File: src/rtl/truth_table_sequencer_if.sv
// Bundle of the sequencer's control, stimulus and status signals.
// master: the sequencer side; slave: the environment (start source and gate under test).
// Optional TTSEQ_FAIL_LOG_EN adds fail_valid and first_fail_idx.
interface truth_table_sequencer_if;
  logic       start;
  logic       y_in;
  logic       a_out;
  logic       b_out;
  logic       busy;
  logic       done;
  logic       pass;
  logic [2:0] err_cnt;
`ifdef TTSEQ_FAIL_LOG_EN
  logic       fail_valid;
  logic [1:0] first_fail_idx;

  modport master (
    input  start, y_in,
    output a_out, b_out, busy, done, pass, err_cnt, fail_valid, first_fail_idx
  );

  modport slave (
    output start, y_in,
    input  a_out, b_out, busy, done, pass, err_cnt, fail_valid, first_fail_idx
  );
`else
  modport master (
    input  start, y_in,
    output a_out, b_out, busy, done, pass, err_cnt
  );

  modport slave (
    output start, y_in,
    input  a_out, b_out, busy, done, pass, err_cnt
  );
`endif
endinterface

File: src/rtl/truth_table_sequencer.sv
// Truth-table sequencer: drives the four {a,b} vectors of a 2-input gate,
// holding each HOLD_CYCLES clocks, and compares the gate output against
// EXP_TABLE on the last cycle of each hold.
// Optional macro TTSEQ_FAIL_LOG_EN adds a first-failure log
// (fail_valid, first_fail_idx).
module truth_table_sequencer #(
  parameter int unsigned HOLD_CYCLES = 4,
  parameter logic [3:0]  EXP_TABLE   = 4'b1110
) (
  input logic                     clk,
  input logic                     rst_n,
  truth_table_sequencer_if.master bus
);

  // Last hold count; the compare happens on the edge leaving this count.
  localparam logic [7:0] HoldLast = 8'(HOLD_CYCLES - 1);

  if (HOLD_CYCLES < 2 || HOLD_CYCLES > 255) begin : g_bad_hold
    $error("HOLD_CYCLES must be within 2..255");
  end

  typedef enum logic [1:0] {StIdle, StDrive, StDone} state_e;

  state_e     state_q, state_d;
  logic [1:0] idx_q, idx_d;
  logic [7:0] cnt_q, cnt_d;
  logic [1:0] ab_q, ab_d;
  logic [2:0] err_q, err_d;
  logic       pass_q, pass_d;
  logic       mismatch;
`ifdef TTSEQ_FAIL_LOG_EN
  logic       fv_q, fv_d;
  logic [1:0] ffi_q, ffi_d;
`endif

  // Next-state, vector and scoreboard logic for the sweep.
  always_comb begin
    state_d  = state_q;
    idx_d    = idx_q;
    cnt_d    = cnt_q;
    ab_d     = 2'b00;
    err_d    = err_q;
    pass_d   = pass_q;
    mismatch = 1'b0;
`ifdef TTSEQ_FAIL_LOG_EN
    fv_d     = fv_q;
    ffi_d    = ffi_q;
`endif
    unique case (state_q)
      StIdle: begin
        if (bus.start) begin
          state_d = StDrive;
          idx_d   = 2'd0;
          cnt_d   = 8'd0;
          err_d   = 3'd0;
          pass_d  = 1'b0;
`ifdef TTSEQ_FAIL_LOG_EN
          fv_d    = 1'b0;
          ffi_d   = 2'd0;
`endif
        end
      end
      StDrive: begin
        ab_d  = idx_q;
        cnt_d = cnt_q + 8'd1;
        if (cnt_q == HoldLast) begin
          mismatch = (bus.y_in != EXP_TABLE[idx_q]);
          err_d    = err_q + {2'b00, mismatch};
`ifdef TTSEQ_FAIL_LOG_EN
          if (mismatch && !fv_q) begin
            fv_d  = 1'b1;
            ffi_d = idx_q;
          end
`endif
          cnt_d = 8'd0;
          if (idx_q == 2'd3) begin
            // Pass is registered together with the move into DONE so it is
            // already valid while done is high.
            state_d = StDone;
            pass_d  = (err_d == 3'd0);
            ab_d    = 2'b00;
          end else begin
            idx_d = idx_q + 2'd1;
            ab_d  = idx_q + 2'd1;
          end
        end
      end
      StDone: begin
        state_d = StIdle;
        idx_d   = 2'd0;
      end
      default: begin
        state_d = StIdle;
      end
    endcase
  end

  // State and result registers with asynchronous clear.
  always_ff @(posedge clk or negedge rst_n) begin
    if (!rst_n) begin
      state_q <= StIdle;
      idx_q   <= 2'd0;
      cnt_q   <= 8'd0;
      ab_q    <= 2'b00;
      err_q   <= 3'd0;
      pass_q  <= 1'b0;
    end else begin
      state_q <= state_d;
      idx_q   <= idx_d;
      cnt_q   <= cnt_d;
      ab_q    <= ab_d;
      err_q   <= err_d;
      pass_q  <= pass_d;
    end
  end

`ifdef TTSEQ_FAIL_LOG_EN
  // First-failure log registers.
  always_ff @(posedge clk or negedge rst_n) begin
    if (!rst_n) begin
      fv_q  <= 1'b0;
      ffi_q <= 2'd0;
    end else begin
      fv_q  <= fv_d;
      ffi_q <= ffi_d;
    end
  end

  assign bus.fail_valid     = fv_q;
  assign bus.first_fail_idx = ffi_q;
`endif

  assign bus.a_out   = ab_q[1];
  assign bus.b_out   = ab_q[0];
  assign bus.busy    = (state_q == StDrive);
  assign bus.done    = (state_q == StDone);
  assign bus.pass    = pass_q;
  assign bus.err_cnt = err_q;

endmodule

File: src/flat_wrapper.sv
// flat-port wrapper written by rule: the top's interface ports become plain ports
module truth_table_sequencer_flat 
#(
  parameter int unsigned HOLD_CYCLES = 4,
  parameter logic [3:0]  EXP_TABLE   = 4'b1110
)
  (clk, rst_n, bus_start, bus_y_in, bus_a_out, bus_b_out, bus_busy, bus_done, bus_pass, bus_err_cnt);
  truth_table_sequencer_if bus_i ();
  input logic clk;
  input logic rst_n;
  input wire logic [$bits(bus_i.start)-1:0] bus_start;
  input wire logic [$bits(bus_i.y_in)-1:0] bus_y_in;
  output wire logic [$bits(bus_i.a_out)-1:0] bus_a_out;
  output wire logic [$bits(bus_i.b_out)-1:0] bus_b_out;
  output wire logic [$bits(bus_i.busy)-1:0] bus_busy;
  output wire logic [$bits(bus_i.done)-1:0] bus_done;
  output wire logic [$bits(bus_i.pass)-1:0] bus_pass;
  output wire logic [$bits(bus_i.err_cnt)-1:0] bus_err_cnt;
  assign bus_i.start = bus_start;
  assign bus_i.y_in = bus_y_in;
  assign bus_a_out = bus_i.a_out;
  assign bus_b_out = bus_i.b_out;
  assign bus_busy = bus_i.busy;
  assign bus_done = bus_i.done;
  assign bus_pass = bus_i.pass;
  assign bus_err_cnt = bus_i.err_cnt;
  truth_table_sequencer #(.HOLD_CYCLES(HOLD_CYCLES), .EXP_TABLE(EXP_TABLE)) u_core (.clk(clk), .rst_n(rst_n), .bus(bus_i));
endmodule
File: config.mk
export PLATFORM = sky130hd
export DESIGN_NAME = truth_table_sequencer_flat
export DESIGN_NICKNAME = d
export VERILOG_FILES = /design/src/rtl/truth_table_sequencer_if.sv /design/src/rtl/truth_table_sequencer.sv /design/src/flat_wrapper.sv
export SDC_FILE = /design/constraint.sdc
export NUM_CORES = 1
export LEC_CHECK = 0
export ABC_AREA = 1
export BUFFER_PORTS_ARGS = -buffer_cell sky130_fd_sc_hd__buf_2
export CAP_MARGIN = 15
export CORE_MARGIN = 2
export CORE_UTILIZATION = 50
export CTS_CLUSTER_SIZE = 40
export DETAILED_ROUTE_END_ITERATION = 7
export PLACE_DENSITY = 0.71
export SLEW_MARGIN = 40
export SYNTH_ARGS = -nofsm -noshare
export SYNTH_HDL_FRONTEND = slang
export SYNTH_SLANG_ARGS = --single-unit
export TNS_END_PERCENT = 20
File: constraint.sdc
create_clock -name clk -period 1.8 [get_ports clk]
set_input_delay 0 -clock clk [delete_from_list [all_inputs] [get_ports clk]]
set_output_delay 0 -clock clk [all_outputs]
set_load 0.05 [all_outputs]
Word-level counts from Yosys, hierarchy flattened --
Cells that the tools add are included.
Storage, ports and cells: register bits 18, logic and storage cells 51, output and inout port bits 8
Operators by class: multiplexer cells 23, eq/ne operators 9, reduce and logical (&&, ||, !) cells 9, add/subtract/negate cells 3, $lt $le $gt $ge 1
Operators by type and width (count):
- $mux 2 | 9
- $mux 8 | 2
- $pmux 8 s2 | 1
- $add 8x1->8 const B | 1
- $eq 8x2->1 const B | 1
- $reduce_and 4->1 | 2
- $mux 3 | 2
- $pmux 2 s3 | 1
- $pmux 3 s2 | 1
- $reduce_and 3->1 | 2
- $eq 2x2->1 const B | 2
- $mux 1 | 4
- $ne 2x1->1 const B | 2
- $ne 2x2->1 const B | 2
- $pmux 2 s2 | 1
- $add 3x1->3 | 1
- $logic_not 3->1 | 1
- $lt 2x3->1 const B | 1
- $reduce_bool 3->1 | 1
- $add 2x1->2 const B | 1
- $bmux 1 s2 | 1
- $eq 2x1->1 const B | 1
- $logic_not 2->1 | 1
- $pmux 1 s2 | 1
- 3 further kinds | 3

Depth between registers and ports, before layout --
Gate-level depths: netlist of run 1.
depth after elaboration 8, depth in mapped cells 11

Least setup slack after synthesis of run 1 --
Ideal clock, no wire load.
path kind flip-flop to flip-flop, start point reg u_core.idx_q[0], end point reg u_core.pass_q, in the netlist u_core.bus.pass, data arrival time 1.726 ns, setup time 0.066 ns, path slack 0.008 ns, stages on the path, launching flop included 10, data required time 1.734 ns, cell sequence dfrtp_1 > inv_1 > ha_1 > xnor2_1 > ha_1 > ha_1 > or2_2 > nor2_1 > nand4_1 > nand2_1
Between the ends: word-level cells in the longest chain between the ends 8
Ends and longest elaborated chain:
- start: declaration | line truth_table_sequencer.sv:25 | logic [1:0] idx_q, idx_d;
- start signal: assignment | line truth_table_sequencer.sv:109 | idx_q <= idx_d;
- $bmux 1 s2 | line truth_table_sequencer.sv:67 | mismatch = (bus.y_in != EXP_TABLE[idx_q]);
- $mux 1 (not written as such) | line truth_table_sequencer.sv:67
- $ne 1x1->1 | line truth_table_sequencer.sv:67
- $add 3x1->3 | line truth_table_sequencer.sv:68 | err_d = err_q + {2'b00, mismatch};
- $logic_not 3->1 | line truth_table_sequencer.sv:80 | pass_d = (err_d == 3'd0);
- $mux 1 | line truth_table_sequencer.sv:76 | if (idx_q == 2'd3) begin
- $mux 1 | line truth_table_sequencer.sv:66 | if (cnt_q == HoldLast) begin
- $pmux 1 s2 | line truth_table_sequencer.sv:49 | unique case (state_q)
- end signal: assignment | line truth_table_sequencer.sv:113 | pass_q <= pass_d;
- end: declaration | line truth_table_sequencer.sv:29 | logic pass_q, pass_d;
Several ways; a longest one is shown, not always the timed one. The select of a mux whose other input is x is not followed. A chain may end at the register's enable or synchronous reset.

Worst setup path in the final report of run 1 --
Same ends and word-level chain as after synthesis.

==> flow_summary_export.csv, run 1 <==
group,metric,value,unit
setup_path,cp_num_buf_inv,1,
global_routing,grt_pass1_wl,3.29,mm
sta,tns,0,ps
placed_design,gp_congestion,0.832,
power_and_ir_drop,total_power,2200,uW
routing,ant_nets,0,
clock_network,cts.sinks,18,
clock_network,clock-root-buffer,"clkbuf_4",
synthesis,synth_area_leaders,"dfrtp_1 42%, nand2_1 11%, ha_1 5.9%, inv_1 4.9%, nand3_1 4.7%",
sta,clock.fmax,0.576,GHz
synthesis,synth_area_per_cell,8.11,um^2
global_routing,grt_max_degree,19,
global_routing,track_usage,0.174,
sta,hold_viol_final,0,
placed_design,dpl.cell_count,170,
setup_path,path_cells,"inv_2, ha_4, xnor2_2, ha_2, ha_4, or2_4, nor2_2, nand4_1, nand2_1",
routing,drtIter0Drc,18,
setup_path,crit_type,"reg -> reg",
floorplan,ios,12,
sta,maxSlewViolCount,0,
final_layout,fin_cells,179,
placed_design,io_buffers,11,
synthesis,async_flop_share,1.00,
clock_network,cts_buffer_depth,2,
global_routing,grt-ovfl-total,0,
synthesis,yosysTopAreaCellShare,0.424,
synthesis,synthDistinctLibCells,24,
routing,viasPerCell,5.07,
worst_hold_path,hold_path_class,"in -> async",
setup_path,critPathSlowestCell,"dfrtp_1",
routing,wl_met3,63,um
routing,firstDrtPassIters,5,
setup_path,worst_setup_path_end_kind,"register",
synthesis,synth-edff-count,0,
setup_path,cp.arrival,1980,ps
final_layout,num-nets-final,162,
routing,finalWirelength,2.23,mm
sta,finalCritPeriodShare,0.965,
routing,highest_layer,"met4",
clock_network,clk_latency,290,ps
outcome,status,"completed",
synthesis,synth_fp_nets,140,
placed_design,place_area,0.00115,mm^2
setup_path,path_delay_family,"adder cells",
setup_path,cp.required,2040,ps
sta,post-route-min-period,1740,ps
sta,final.setup_skew,1.81,ps
floorplan,coreArea,0.00198,mm^2
setup_path,worst-path-max-fanout,2,
final_layout,area_growth,19.3,%
clock_network,cts_buffers,3,
synthesis,yosysWarningCount,0,
synthesis,synthCells,131,
setup_path,crit_path_start_kind,"register",
power_and_ir_drop,powerDensity,1740,mW/mm^2
routing,vias,907,
synthesis,yosys_register_bits,18,
setup_path,cpMostUsedCell,"ha_4",
synthesis,seq_area_frac_synth,0.424,
clock_network,cts_tree,"yes",
floorplan,num_rows,16,
global_routing,antenna_found_initial,0,
routing,route.detailed.drc,0,
setup_path,critPathMaxStageDelay,390,ps
sta,worst_pin_slew,507,ps
flow_run,cap_viol_max_count,0,
power_and_ir_drop,power_leakage,0.000675,uW
floorplan,die_x,50.1,um
placed_design,dp_hpwl,1.51,mm
sta,setup_viol,0,
final_layout,final_cell_area,0.00127,mm^2
sta,slew-limit-headroom,0.662,
synthesis,synth_ff_type,"dfrtp_1",
final_layout,drive_gt1_frac,0.322,
floorplan,die_y,50.1,um
final_layout,final_util,0.640,
power_and_ir_drop,peakVddDrop,0.00103,V
routing,wl_met1,1.01,mm
routing,post_drt_wl_per_cell,12.5,um
floorplan,start_util,0.536,
routing,met2_wirelength,1.14,mm
floorplan,die_area,0.00251,mm^2
final_layout,antennaDiodeCount,0,
synthesis,synth_top_cell_by_area,"dfrtp_1",
clock_network,htree_num_levels,1,
clock_network,cts.clk_slew.worst_paths,100,ps
synthesis,synth_area,0.00106,mm^2
global_routing,grt_pass1_vias,788,
## metrics by stage
step | hold WS (ps) | setup WS (ps)
after global placement | -46.6 | 29.9
after detailed placement | -47.1 | -32.9
after CTS | 165 | 5.05
after global routing | 196 | -3.61
final | 162 | 62.5
after floorplan | -296 | 7.87
## power breakdown
group,total (uW),internal [uW],switching (uW)
combinational,1240,508,729
clock,252,123,128
sequential,716,563,153
total,2200,1190,1010
## cells in the final DEF (no fill, tap or decap), types with 4 or more instances in the layout
| cell | instances |
|---|---|
| dfrtp_1 | 18 |
| nand2_2 | 5 |
| buf_4 | 7 |
| inv_1 | 12 |
| o21ai_1 | 4 |
| o21ai_0 | 7 |
| inv_2 | 8 |
| nor2_1 | 7 |
| nand2_1 | 32 |
| nand3_1 | 10 |
| buf_2 | 11 |
| nand4_1 | 5 |
## area by class of cell
class / count / area [um^2]
timing repair buffer: 19 / 118
clock buffer: 4 / 36.3
inverter: 20 / 75.1
sequential: 18 / 450
fill: 167 / 714
multi-input combinational: 91 / 554
tap: 27 / 33.8
## registers in the layout, summed over array words and instances (netlist names)
register            flops
u_core.bus.err_cnt      3
u_core.state_q          2
u_core.bus.pass         1
u_core.cnt_q            8
u_core.ab_q             2
u_core.idx_q            2
## timing repair
action | in CTS | in global routing
gates resized for setup | 1 | 8
hold buffers | 1 | 0
setup endpoints to repair | 1 | 1
pin swaps | 2 | 5
endpoints found under the hold margin | 18 | 0
gates cloned | 0 | 0
buffers inserted | 2 | 2
## metal layers
metal,GRT usage,vias up
met2,0.281,18
met5,0,-
met4,0.0833,0
met1,0.226,425
met3,0.0273,2
li1,-,462
## cells by family (layout without fill, tap and decap cells)
kind of cell / after synthesis / in the layout / share of synthesized area
simple gates: 68 / 68 / 0.322
buf+inv: 22 / 43 / 0.0919
xor+xnor: 2 / 2 / 0.0165
fa+ha+maj: 5 / 5 / 0.0589
flops: 18 / 18 / 0.424
compound gates: 16 / 16 / 0.0872
## synth_stat cells (4+ instances only)
library cell and count:
nand2_1 32, nand3_1 10, o21ai_1 4, inv_2 6, dfrtp_1 18, nand4_1 5, nor2_1 8, inv_1 14
o21ai_0 7, ha_1 5, nand2_2 5
## final timing paths
path                                             start                                end  slack [ps]  cells past startpoint
max                        u_core.idx_q[0]$_DFFE_PN0P_        u_core.bus.pass$_DFFE_PN0P_          60                      9
min in group clk                             bus_start      u_core.state_q[1]$_DFFE_PN0P_         250                      5
max in group asynchronous                        rst_n        u_core.idx_q[1]$_DFFE_PN0P_        1350                      2
max reg2reg                u_core.idx_q[0]$_DFFE_PN0P_        u_core.bus.pass$_DFFE_PN0P_          60                      9
min                                              rst_n  u_core.bus.err_cnt[1]$_DFFE_PN0P_         160                      2
min reg2reg                u_core.cnt_q[7]$_DFFE_PN0P_        u_core.cnt_q[7]$_DFFE_PN0P_         530                      2
(Power assumes the default switching activity.)
==> inputs of run 2 (changes only) <==
--- a/config.mk
+++ b/config.mk
@@ -12,7 +12,7 @@
 export CORE_UTILIZATION = 50
 export CTS_CLUSTER_SIZE = 40
 export DETAILED_ROUTE_END_ITERATION = 7
-export PLACE_DENSITY = 0.71
+export PLACE_DENSITY = 0.77
 export SLEW_MARGIN = 40
 export SYNTH_ARGS = -nofsm -noshare
 export SYNTH_HDL_FRONTEND = slang
==> run 2 against run 1 <==
Sequential power fell by 1%. Register-to-register slack improved by 40 ps. Routed wire length fell by 6.3%. Sequential share of layout area rose by 0.43 points. Clock skew rose by 3.9 ps. Flip-flop and latch count did not move. Non-clock buffer count fell by 2. Count of clock-buffer cells in the layout did not move. Maximum frequency rose by 2.1%. Global-route usage rose by 0.75 points. Critical endpoint unchanged. Largest cell class unchanged.
==> flow_summary_export.csv, run 2 (synthesis gave the netlist of run 1 again) <==
group,metric,value,unit
sta,post-route-min-period,1700,ps
setup_path,path_delay_family,"adder cells",
setup_path,cp_num_buf_inv,1,
floorplan,die_area,0.00251,mm^2
floorplan,die_y,50.1,um
sta,setup_viol,0,
floorplan,num_rows,16,
setup_path,critPathMaxStageDelay,390,ps
final_layout,area_growth,17.9,%
final_layout,antennaDiodeCount,0,
setup_path,crit_type,"reg -> reg",
setup_path,cp.arrival,1940,ps
sta,fin_worst_hold_slack,165,ps
power_and_ir_drop,powerDensity,1720,mW/mm^2
sta,slew-limit-headroom,0.701,
final_layout,final_util,0.632,
floorplan,coreArea,0.00198,mm^2
final_layout,num-nets-final,160,
clock_network,clock-root-buffer,"clkbuf_4",
sta,clock.fmax,0.588,GHz
final_layout,final_cell_mix,"32 x nand2_1, 18 x dfrtp_1, 12 x inv_1",
routing,ant_nets,0,
clock_network,cts.sinks,18,
placed_design,dpl.cell_count,170,
global_routing,grt_pass1_vias,817,
clock_network,cts_buffer_depth,2,
setup_path,worstRegToRegCells,9,
global_routing,antenna_found_initial,0,
sta,maxSlewViolCount,0,
clock_network,cts.clk_slew.worst_paths,100,ps
placed_design,dp_hpwl,1.52,mm
flow_run,cap_viol_max_count,0,
setup_path,crit_path_start_kind,"register",
worst_hold_path,hold_path_class,"in -> async",
global_routing,grt_max_degree,19,
setup_path,cpMostUsedCell,"ha_4",
floorplan,start_util,0.536,
setup_path,critPathSlowestCell,"dfrtp_1",
sta,finalCritPeriodShare,0.946,
clock_network,htree_num_levels,1,
floorplan,die_x,50.1,um
placed_design,io_buffers,11,
outcome,status,"completed",
setup_path,path_cells,"inv_2, ha_4, xnor2_2, ha_2, ha_4, or2_4, nor2_2, nand4_1, nand2_1",
final_layout,fin_cells,177,
sta,final.setup_skew,5.73,ps
setup_path,worst-path-max-fanout,2,
sta,hold_viol_final,0,
final_layout,final_cell_area,0.00125,mm^2
global_routing,grt_pass1_wl,3.40,mm
clock_network,cts_buffers,3,
routing,vias,887,
sta,worst_pin_slew,444,ps
final_layout,largest-register,"u_core.cnt_q",
global_routing,grt-ovfl-total,0,
power_and_ir_drop,peakVddDrop,0.00127,V
power_and_ir_drop,power_leakage,0.000666,uW
setup_path,r2r_end,"u_core.bus.pass$_DFFE_PN0P_",
routing,firstDrtPassIters,4,
routing,route.detailed.drc,0,
routing,finalWirelength,2.09,mm
setup_path,rrSetupSlack,100,ps
setup_path,reg2reg_from,"u_core.idx_q[0]$_DFFE_PN0P_",
routing,post_drt_wl_per_cell,11.8,um
final_layout,drive_gt1_frac,0.313,
global_routing,track_usage,0.182,
clock_network,cts_tree,"yes",
setup_path,cp.required,2040,ps
setup_path,worst_setup_path_end_kind,"register",
power_and_ir_drop,total_power,2150,uW
placed_design,place_area,0.00115,mm^2
placed_design,gp_congestion,0.793,
final_layout,final_common_cell,"nand2_1",
floorplan,ios,12,
routing,viasPerCell,5.01,
final_layout,largest_reg_flops,8,
routing,drtIter0Drc,13,
clock_network,clk_latency,290,ps
-- run 2: cell types whose count changed in the layout (fill, tap and decap cells not counted), sizes merged --
cell / previous run / this run
buf: 18 / 16
-- run 2: through the flow --
step / worst slack, ps / setup TNS (ps)
finish: 97.9 / 0
global route: -34.5 / -37.7
CTS: 6.84 / 0
detailed placement: -3.11 / -3.11
global placement: 21.2 / 0
floorplan: 7.87 / 0
-- run 2: area by class of cell --
| type | count | area, um^2 |
|---|---|---|
| fillers | 173 | 729 |
| multi-input cells | 91 | 554 |
| flip-flops and latches | 18 | 450 |
| repair buffers | 17 | 103 |
| inverters | 20 | 75.1 |
| clock buffers | 4 | 36.3 |
| well taps | 27 | 33.8 |
-- run 2: how the worst max path moves through the flow --
stage	from	to	slack [ps]	cells after the start
after detailed placement	u_core.idx_q[0]$_DFFE_PN0P_	u_core.bus.pass$_DFFE_PN0P_	-3	9
after global placement	u_core.idx_q[0]$_DFFE_PN0P_	u_core.bus.pass$_DFFE_PN0P_	20	9
after floorplan	u_core.idx_q[0]$_DFFE_PN0P_	u_core.bus.pass$_DFFE_PN0P_	8	9
final	u_core.idx_q[0]$_DFFE_PN0P_	u_core.bus.pass$_DFFE_PN0P_	100	9
after CTS	u_core.idx_q[0]$_DFFE_PN0P_	u_core.bus.pass$_DFFE_PN0P_	7	9
after global routing	u_core.idx_q[0]$_DFFE_PN0P_	u_core.bus.pass$_DFFE_PN0P_	-30	9
-- run 2: power breakdown --
group          total, uW  switching (uW)  internal, uW
combinational       1200             716           486
sequential           708             145           563
clock                245             122           123
total               2150             983          1170
-- run 2: per-layer routing --
layer	global-route usage	vias to the layer above	routed length (um)
met4	0.0833	0	15
met5	0	-	0
li1	-	457	-
met2	0.296	7	1090
met1	0.229	421	948
met3	0.0364	2	41
-- run 2: repair_timing --
action | 4_1_cts | 5_1_grt
pin swaps | 3 | 8
setup endpoints to repair | 1 | 1
setup buffers | 0 | 2
hold buffers | 1 | 0
endpoints found under the hold margin | 18 | 0
gates resized for setup | 1 | 8
-- run 2: worst register-to-register path, delay by kind of cell, from the launching register on --
| kind | cells | cell delay, ps |
|---|---|---|
| AND/OR/NAND/NOR | 4 | 470 |
| buffers and inverters | 1 | 60 |
| flip-flops | 1 | 390 |
| adder cells (fa/ha/maj) | 3 | 570 |
| XOR/XNOR | 1 | 150 |
==> inputs of run 3 (changes only) <==
--- a/config.mk
+++ b/config.mk
@@ -5,7 +5,6 @@
 export SDC_FILE = /design/constraint.sdc
 export NUM_CORES = 1
 export LEC_CHECK = 0
-export ABC_AREA = 1
 export BUFFER_PORTS_ARGS = -buffer_cell sky130_fd_sc_hd__buf_2
 export CAP_MARGIN = 15
 export CORE_MARGIN = 2
==> run 3 against run 2 <==
The run now ends with setup timing left. Register-to-register slack got worse by 150 ps. Maximum frequency is 8.1% lower. Setup slack worse by 150 ps. Sequential power decreased by 4.2%. Largest cell class unchanged. Largest power group unchanged.
==> flow_summary_export.csv, run 3 <==
group,metric,value,unit
sta,fin_worst_hold_slack,61.2,ps
final_layout,antennaDiodeCount,0,
synthesis,synth_area_per_cell,10.3,um^2
routing,route.detailed.drc,0,
final_layout,largest_reg_flops,8,
sta,slew-limit-headroom,0.643,
final_layout,regArea,452,um^2
final_layout,num-fill-cells,150,
power_and_ir_drop,powerDensity,1450,mW/mm^2
floorplan,num_rows,16,
clock_network,cts_buffers,3,
final_layout,num-nets-final,133,
final_layout,largest-register,"u_core.cnt_q",
synthesis,synth_top_cell_by_area,"dfrtp_1",
setup_path,crit_path_start_kind,"register",
final_layout,fin_cells,150,
power_and_ir_drop,power_frac_seq,0.372,
setup_path,cp.arrival,2080,ps
synthesis,synth_ff_type,"dfrtp_1",
global_routing,grt-ovfl-total,0,
sta,hold_viol_final,0,
power_and_ir_drop,p_switching,749,uW
routing,firstDrtPassIters,5,
global_routing,grt_max_degree,19,
setup_path,worst-path-max-fanout,2,
sta,final.setup_skew,2.29,ps
placed_design,dpl.cell_count,144,
floorplan,coreArea,0.00192,mm^2
power_and_ir_drop,internal_power,1070,uW
placed_design,place_area,0.00120,mm^2
setup_path,crit_type,"reg -> reg",
power_and_ir_drop,peakVddDrop,0.00106,V
sta,rsz0062_at_grt,"yes",
routing,drtIter0Drc,26,
synthesis,seq_area_frac_synth,0.448,
global_routing,grt_pass1_vias,765,
synthesis,synth_fp_nets,107,
setup_path,worstRegToRegCells,7,
final_layout,drive_gt1_frac,0.358,
routing,ant_nets,0,
routing,viasPerCell,5.45,
floorplan,die_y,48.8,um
power_and_ir_drop,swShare,0.411,
final_layout,final_cell_area,0.00126,mm^2
clock_network,htree_num_levels,1,
sta,tns,-51.5,ps
power_and_ir_drop,clkPwrFrac,0.139,
sta,setup_viol,1,
outcome,status,"finished, violations left",
clock_network,cts_buffer_depth,2,
routing,post_drt_wl_per_cell,13.8,um
sta,maxSlewViolCount,0,
synthesis,yosysWarningCount,0,
final_layout,multi_input_area,551,um^2
clock_network,cts.sinks,18,
routing,finalWirelength,2.07,mm
placed_design,io_buffers,11,
worst_hold_path,hold_path_class,"in -> reg",
synthesis,synth_area,0.00100,mm^2
power_and_ir_drop,power_leakage,0.000606,uW
sta,layout_setup_ws,-51.5,ps
floorplan,start_util,0.523,
global_routing,antenna_found_initial,0,
sta,worst_pin_slew,535,ps
setup_path,worst_setup_path_end_kind,"register",
synthesis,synth_area_leaders,"dfrtp_1 45%, ha_1 6.2%, o21ai_0 4.0%, nor2_1 3.7%, xor2_1 3.5%",
synthesis,synthDistinctLibCells,37,
clock_network,clk_latency,290,ps
placed_design,gp_congestion,0.730,
final_layout,final_cell_mix,"17 x dfrtp_1, 11 x buf_2, 11 x buf_4",
sta,finalCritPeriodShare,1.03,
synthesis,ys_top_cells_by_count,"18 x dfrtp_1, 10 x nor2_1, 9 x nand2_1",
final_layout,area_growth,25.4,%
placed_design,dp_hpwl,1.58,mm
global_routing,grt_pass1_wl,3.72,mm
synthesis,yosys_register_bits,18,
flow_run,cap_viol_max_count,0,
synthesis,yosysMostFrequentCell,"dfrtp_1",
synthesis,yosysTopAreaCellShare,0.448,
power_and_ir_drop,p_comb_frac,0.489,
floorplan,die_x,48.8,um
clock_network,cts.clk_slew.worst_paths,100,ps
floorplan,die_area,0.00238,mm^2
synthesis,synthCells,98,
clock_network,cts_tree,"yes",
outcome,violations,"setup timing",
sta,clock.fmax,0.540,GHz
worst_hold_path,hold_depth,4,
setup_path,cp.required,2030,ps
sta,post-route-min-period,1850,ps
final_layout,final_common_cell,"dfrtp_1",
global_routing,track_usage,0.202,
floorplan,ios,12,
clock_network,clock-root-buffer,"clkbuf_4",
routing,vias,818,
synthesis,synth-edff-count,0,
synthesis,async_flop_share,1.00,
power_and_ir_drop,total_power,1820,uW
## run 3: area by class of cell
cell class | instances | share of cell area
inverter | 4 | 0.0159
sequential | 18 | 0.358
multi-input combinational | 73 | 0.437
tap | 27 | 0.0268
clock buffer | 4 | 0.0288
timing repair buffer | 24 | 0.133
## run 3: power groups by stage
stage	sequential (uW)	clock, uW	combinational [uW]
after floorplan	810	0	466
after global placement	680	0	814
after detailed placement	687	0	861
after CTS	678	255	893
after global routing	698	282	974
final	678	253	892
## run 3: cell families (layout without fill, tap and decap cells)
kind of cell             Yosys count  after routing  synth area share
XOR/XNOR                           5              5            0.0436
AO/OA/AOI/OAI                     24             24             0.154
AND/OR/NAND/NOR                   36             36             0.214
buffers and inverters              7             32            0.0461
flip-flops                        18             18             0.448
adder cells (fa/ha/maj)            5              5            0.0623
multiplexers                       3              3            0.0311
## run 3: through the flow
stage | setup slack [ps] | utilization
global placement | 34.6 | 0.624
detailed placement | -70.3 | 0.624
finish | -51.5 | 0.656
CTS | -55.5 | 0.656
global route | -112 | 0.656
floorplan | 9.60 | -
## run 3: repair_timing
item                                    in CTS  in global routing
gates resized for setup                      2                  0
hold endpoints to repair                    18                  0
setup buffers                                1                  0
endpoints found under the setup margin       1                  2
pin swaps                                    2                  0
hold buffers                                 1                  0
## run 3: final timing paths
path                                                  start                                 to  slack [ps]
worst max-delay path            u_core.idx_q[0]$_DFFE_PN0P_        u_core.bus.pass$_DFFE_PN0P_         -50
worst max register to register  u_core.idx_q[0]$_DFFE_PN0P_        u_core.bus.pass$_DFFE_PN0P_         -50
min in group asynchronous                             rst_n        u_core.cnt_q[4]$_DFFE_PN0P_         150
max in group asynchronous                             rst_n  u_core.bus.err_cnt[0]$_DFFE_PN0P_        1350
worst min register to register  u_core.cnt_q[0]$_DFFE_PN0P_        u_core.cnt_q[0]$_DFFE_PN0P_         510
worst min-delay path                              bus_start        u_core.bus.pass$_DFFE_PN0P_          60
## run 3: metal layers
layer  global-route usage  wire (um)  vias up
met4               0.0714         14        0
met2                0.306       1010       29
li1                     -          -      402
met1                0.297        934      385
met3               0.0276        116        2
met5                    0          0        -
## run 3: critical path, cell delays in order (launching register included)
cell     delay, ps
dfrtp_1        380
inv_2           60
ha_4           160
xnor2_2        120
ha_2           200
ha_4           240
or4_4          520
o21ai_2        120
